<file path="src/rtl/jk_bank_arbiter.sv">
// jk_bank_arbiter: WIDTH-bit bank of JK flip-flops shared by two requesters.
// Requesters are arbitrated round-robin. A requester may lock the bank across
// several transfers, and an owner that stops requesting for MAX_HOLD edges is
// released automatically.
module jk_bank_arbiter #(
  parameter int WIDTH    = 8,
  parameter int MAX_HOLD = 4
) (
  input  logic             clk,
  input  logic             reset,
  input  logic             req0,
  input  logic             lock0,
  input  logic [WIDTH-1:0] j0,
  input  logic [WIDTH-1:0] k0,
  output logic             gnt0,
  input  logic             req1,
  input  logic             lock1,
  input  logic [WIDTH-1:0] j1,
  input  logic [WIDTH-1:0] k1,
  output logic             gnt1,
  output logic [WIDTH-1:0] q,
  output logic [1:0]       owner,
  output logic [15:0]      op_cnt
);

  localparam int HW = $clog2(MAX_HOLD + 1);

  // The encoding doubles as the owner output.
  typedef enum logic [1:0] {
    IDLE = 2'b00,
    OWN0 = 2'b01,
    OWN1 = 2'b10
  } state_e;

  state_e           state_q, state_d;
  logic             last_q, last_d;
  logic [HW-1:0]    holdCnt_q, holdCnt_d;
  logic [WIDTH-1:0] bank_q, bank_d;
  logic [15:0]      opCnt_q, opCnt_d;

  // State register: reset wins over any coincident request, so a reset edge
  // never counts as a transfer.
  always_ff @(posedge clk) begin
    if (reset) begin
      state_q   <= IDLE;
      last_q    <= 1'b1;
      holdCnt_q <= '0;
      bank_q    <= '0;
      opCnt_q   <= '0;
    end else begin
      state_q   <= state_d;
      last_q    <= last_d;
      holdCnt_q <= holdCnt_d;
      bank_q    <= bank_d;
      opCnt_q   <= opCnt_d;
    end
  end

  // Next state: apply the granted JK command, or advance the idle timeout of a
  // locking owner that is not currently requesting.
  always_comb begin
    state_d   = state_q;
    last_d    = last_q;
    holdCnt_d = holdCnt_q;
    bank_d    = bank_q;
    opCnt_d   = opCnt_q;
    if (gnt0) begin
      bank_d    = (~k0 & bank_q) ^ (j0 & ~bank_q);
      last_d    = 1'b0;
      opCnt_d   = opCnt_q + 16'd1;
      holdCnt_d = '0;
      state_d   = lock0 ? OWN0 : IDLE;
    end else if (gnt1) begin
      bank_d    = (~k1 & bank_q) ^ (j1 & ~bank_q);
      last_d    = 1'b1;
      opCnt_d   = opCnt_q + 16'd1;
      holdCnt_d = '0;
      state_d   = lock1 ? OWN1 : IDLE;
    end else if (state_q != IDLE) begin
      if (holdCnt_q == HW'(MAX_HOLD - 1)) begin
        state_d   = IDLE;
        holdCnt_d = '0;
      end else begin
        holdCnt_d = holdCnt_q + HW'(1);
      end
    end
  end

  // Grants: round-robin tie break while idle, exclusive to the owner otherwise.
  always_comb begin
    gnt0 = 1'b0;
    gnt1 = 1'b0;
    case (state_q)
      IDLE: begin
        gnt0 = req0 & (~req1 | last_q);
        gnt1 = req1 & (~req0 | ~last_q);
      end
      OWN0:    gnt0 = req0;
      OWN1:    gnt1 = req1;
      default: ;
    endcase
  end

  assign q      = bank_q;
  assign owner  = state_q;
  assign op_cnt = opCnt_q;

endmodule

</file>
<file path="config.mk">
export PLATFORM = sky130hd
export DESIGN_NAME = jk_bank_arbiter
export DESIGN_NICKNAME = d
export VERILOG_FILES = /design/src/rtl/jk_bank_arbiter.sv
export SDC_FILE = /design/constraint.sdc
export NUM_CORES = 1
export LEC_CHECK = 0
export BUFFER_PORTS_ARGS = -buffer_cell sky130_fd_sc_hd__buf_2
export CAP_MARGIN = 15
export CORE_ASPECT_RATIO = 1.75
export CORE_MARGIN = 1.5
export CORE_UTILIZATION = 46
export DETAILED_ROUTE_END_ITERATION = 6
export MAX_ROUTING_LAYER = met4
export PLACE_DENSITY = 0.91
export SLEW_MARGIN = 10
export SYNTH_ARGS = -nofsm -noshare
export SYNTH_HDL_FRONTEND = slang
export SYNTH_SLANG_ARGS = --single-unit
export TNS_END_PERCENT = 30
</file>
<file path="constraint.sdc">
create_clock -name clk -period 1.73 [get_ports clk]
set_input_delay 0.2595 -clock clk [delete_from_list [all_inputs] [get_ports clk]]
set_output_delay 0.2595 -clock clk [all_outputs]
set_load 0.02 [all_outputs]
</file>
Word-level counts from Yosys, hierarchy flattened
Index checks and enable logic that the tools add are counted.
- register bits: 30
- output and inout port bits: 28
- logic and storage cells: 48
- add/subtract/negate cells: 2
- eq/ne operators: 3
- multiplexer cells: 15
- bitwise operators: 16
- reduce and logical (&&, ||, !) cells: 7
- operators with widths (kind ; number):
    bitwise AND 8 bit ; 4
    two-way mux 16 bit ; 2
    inverter 8 bit ; 3
    adder 16 x 1 -> 16 bit, second input constant ; 1
    two-way mux 8 bit ; 2
    bitwise XOR 8 bit ; 2
    two-way mux 2 bit ; 5
    nonzero test 3 bit ; 2
    case mux 1 bit (2 select lines) ; 2
    nonzero test 2 bit ; 2
    adder 3 x 1 -> 3 bit, second input constant ; 1
    equality test 3 x 2 -> 1 bit, second input constant ; 1
    two-way mux 1 bit ; 3
    two-way mux 3 bit ; 1
    inverter 1 bit ; 3
    OR reduction 3 bit ; 1
    bitwise AND 1 bit ; 2
    equality test 2 x 1 -> 1 bit, second input constant ; 1
    equality test 2 bit, second input constant ; 1
    logical NOT 2 bit ; 1
    OR 1 bit ; 2
    AND reduction 2 bit ; 1

Longest topological paths before layout
- depth in word-level cells: 6
- mapped depth: 6
- mapped depth without buffers: 5

Least setup slack after synthesis
No wires, ideal clock.
- kind: register to register
- start point: register state_q[1], in the netlist owner[1]
- end point: register bank_q[0], in the netlist q[0]
- arrival: 1.560 ns
- required time: 1.639 ns
- slack: 0.079 ns
- stages on the path, launching flop included: 6
- cells stage by stage: dfxtp_1 -> nor2b_1 -> buf_4 -> a21oi_2 -> a221oi_1 -> a311oi_1
- word-level cells in the longest chain between the ends: 3
- elaborated cells between the ends (all ways): 7
- those cells by class: eq/ne: 2; mux: 3; reduce/logical: 2
- ends and longest elaborated chain (item ; RTL line ; text):
    start, declared ; 35 ; state_e state_q, state_d;
    start signal, assigned ; 51 ; state_q <= state_d;
    equality test 2 bit or logical NOT 2 bit (tied branches) ; 93 ; case (state_q)
    case mux 1 bit (2 select lines) * ; 93 ;
    named net gnt1 ; 20 ; output logic gnt1,
    nonzero test 2 bit (no source line) * ; - ;
    end signal, assigned ; 54 ; bank_q <= bank_d;
    end, declared ; 38 ; logic [WIDTH-1:0] bank_q, bank_d;
The timed path passes the listed nets; every way through them passes the cells marked *.
A chain may end at the register's enable or synchronous reset.

Worst setup path in the final report
- start point: register state_q[1], in the netlist owner[1]
- end point: register bank_q[3], in the netlist q[3]
- word-level cells in the longest chain between the ends: 3
- elaborated cells between the ends (all ways): 7
- those cells by class: eq/ne: 2; mux: 3; reduce/logical: 2
- ends and longest elaborated chain (item ; RTL line):
    equality test 2 x 1 -> 1 bit, or another cell as far along ; 93
    case mux 1 bit (2 select lines) ; 93
    two-way mux 8 bit or nonzero test 2 bit (tied branches) ; -
Several ways; a longest one is shown, not always the timed one.

==> metrics.md <==
| Metric | Value |
|---|---|
| Outcome | `completed` |
| Wire length per cell | `13.5 um` |
| Net count, final | `266` |
| Vias per inst | `~5.6` |
| Largest cells by area after synthesis | `dfxtp_1 (42%), mux2_2 (5.5%), a221oi_1 (4.9%)` |
| CTS hold repair buffers | `0` |
| Synth warnings | `0` |
| RSZ-0062 raised after global routing | `true` |
| Yosys reg bits | `30` |
| H-tree depth | `2` |
| Synthesized area | `0.00144 mm2` |
| Die H | `roughly 77 um` |
| Post-synthesis compound-gate area fraction | `23.8%` |
| Area occupied by multi-input gates | `about 800 um2` |
| Remaining Overflow, GRT | `0` |
| I/O pin count | `66` |
| Peak supply drop | `approximately 760 uV` |
| Clock Tree Root | `clkbuf_8` |
| Fin cells | `approximately 270` |
| Synth async-reset ratio | `0%` |
| Leak | `0.885 nW` |
| Core ar. | `~0.0030 mm2` |
| Top_reg_cell synth | `dfxtp_1` |
| Routability cong. | `0.842` |
| CTS tree | `done` |
| Initial cell density of the core | `48.6%` |
| CP Capture Type | `flip-flop` |
| Synth Area in XOR/XNOR | `4.87%` |
| First-pass iteration count of the detailed router | `4` |
| Tcrit/Tclk final | `a little over nine tenths` |
| Most frequent cells after synthesis | `dfxtp_1 (30), nor2_1 (13), a21oi_1 (8), a221oi_1 (8), a311oi_1 (8)` |
| Detailed Route Iter0 Violations | `41` |
| Clock Latency Late Sink | `0.29 ns` |
| Clk buf depth | `2` |
| Rel. slew slack | `64.0%` |
| Most common cell in the synthesized netlist | `dfxtp_1` |
| Setup TNS | `0 ns` |
| Setup Skew | `0.00365 ns` |
| Slew @ Worst Pin | `0.541 ns` |
| Finished Cell Area | `around 0.0020 mm2` |
| FF+latch area | `602 um2` |
| Layout area overhead | `38.2%` |
| Seq/Total Area, Yosys | `between 40% and 50%` |
| Largest fanout on the critical path | `18` |
| Post-DRT Antenna Nets | `0` |
| Syn nets | `189` |
| Hold Path Class | `in -> reg` |
| Layout cells sized above 1 | `between 40 and 50%` |
| Largest net degree at the start of global routing | `31` |
| Critical path required time | `1.91 ns` |
| Post-DP Area | `0.00187 mm2` |
| Post-DP HPWL | `2750 um` |
| Syn avg cell area | `9.65 um2` |
| Startpoint class of the critical path | `flip-flop` |
| Clk sinks | `30` |
| First-pass GRT wire length | `6260 um` |
| Final hold violations | `0` |
| Max-slew violation count | `0` |
| DRT Wirelength | `around 3600 um` |
| Die X-Extent | `45.3 um` |
| DR vias | `1501` |
| Post-Synth Adder-Cell Area | `1.74%` |
| # rows | `26` |
| Post-layout min period | `about 1.6 ns` |
| PortBufs | `65` |
| Antenna fix cells | `0` |
| Placed Instances | `259` |
| Pwr/cell area | `about 830 mW/mm2` |
| Fmax | `612 MHz` |
| Number of global-route vias before repair | `1477` |
| FILL cells | `between 200 and 250` |
| Initial antenna violation count | `0` |
| Main combinational cell family by area after synthesis | `compound AO/OA/AOI/OAI gates` |
| Crit path DAT | `1.82 ns` |
| Residual DRC count | `0` |
| # setup viols final | `0` |
| Number of synthesized flops with an enable pin | `0` |
| WHS | `0.196 ns` |
| CTS Buf Count | `5` |
| Cell taking the most area after synthesis | `dfxtp_1` |
| Yosys top cell area share | `41.8%` |
| Worst-path clk slew | `~0.06 ns` |
| WHS Path Cells | `3` |
| Critical path class | `reg -> reg` |
| Max Cap Viol | `0` |
| Simple-gate share of the synthesized area | `roughly 18%` |
| Reg2Reg Depth | `5` |
| Distinct cells, synth | `36` |
| Tot GR Track Use | `between 20 and 25%` |
| Die area | `0.00348 mm2` |
| Mux contribution to synthesized area | `under 10%` |
| Synthesized instance count | `about 150` |
==> logic make-up (layout without fill, tap and decap cells) <==
kind of cell / after synthesis / count (layout)
buf+inv: 9 / 87
fa+ha+maj: 2 / 2
flops: 30 / 30
compound gates: 47 / 47
simple gates: 44 / 44
mux: 9 / 9
xor+xnor: 8 / 8
==> final cells by class <==
cell class / count / share of cell area, %
Multi-Input combinational cell: 110 / 40.2
Clock buffer: 6 / 4.16
Clock inverter: 2 / 0.630
Sequential cell: 30 / 30.3
Tap cell: 42 / 2.64
Timing Repair Buffer: 78 / 21.9
Inverter: 1 / 0.189
==> cells in the final DEF, fill, tap and decap left out, drive strengths merged, types with 2 or more instances in the layout <==
cell / instances
nor2b: 3
a311oi: 8
dfxtp: 30
or4: 3
and3: 3
nand2: 7
xor2: 7
a32oi: 2
nand2b: 4
o2111ai: 5
o31ai: 3
o211ai: 2
clkbuf: 6
ha: 2
or3: 4
buf: 78
a21oi: 9
a221oi: 8
nor3: 4
nor2: 13
o21ai: 8
mux2: 8
==> worst paths after layout <==
path         slack (ns)                         to                      start
max                 0.1          q[3]$_SDFFE_PP0P_      owner[1]$_SDFFE_PP0P_
min                0.20      owner[1]$_SDFFE_PP0P_                      lock1
max reg2reg         0.1          q[3]$_SDFFE_PP0P_      owner[1]$_SDFFE_PP0P_
min reg2reg        0.47  holdCnt_q[2]$_SDFFE_PP0P_  holdCnt_q[2]$_SDFFE_PP0P_
==> routing by layer <==
metal | global-route usage, % | wire [um] | vias to the layer above
met1 | 25.2 | 1380 | 688
met5 | - | 0 | -
met3 | 6.59 | 245 | 7
met4 | 12.4 | 104 | 0
li1 | - | - | 728
met2 | 41.7 | 1900 | 78
==> worst max-delay path, cell delays in order, from the launching register on <==
cell      delay (ns)
dfxtp_1         0.33
nor2b_1         0.18
o21a_1          0.21
buf_12          0.16
mux2_2          0.34
a311oi_1        0.31
==> what timing repair did <==
item | 4_1_cts | 5_1_grt
pin swaps | 0 | 1
hold endpoints to repair | 0 | 0
buffers inserted | 0 | 2
endpoints found under the setup margin | 1 | 7
resized for setup | 1 | 1
==> report_power, final <==
| part | leakage (nW) | internal, W | switching, W |
|---|---|---|---|
| logic | 0.593 | 0.000143 | 0.000163 |
| clock network | 0.0472 | 0.000319 | 0.000271 |
| registers | 0.245 | 0.000727 | 0.0000309 |
| total | 0.885 | 0.00119 | 0.000465 |
==> metrics by stage <==
stage	total power, W	util, %	setup WS, ns
after floorplan	0.000951	-	0.0789
after global placement	0.00106	63.1	0.165
after detailed placement	0.00107	63.1	0.131
after CTS	0.00165	66.6	0.0548
after global routing	0.00173	67.1	-0.00481
final	0.00165	67.1	0.0963
==> sequential cells by signal, summed over array words and instances, names as in the netlist <==
| signal | count |
|---|---|
| owner | 2 |
| last_q | 1 |
| op_cnt | 16 |
| holdCnt_q | 3 |
| q | 8 |
Power figures use the tool's default switching activity.
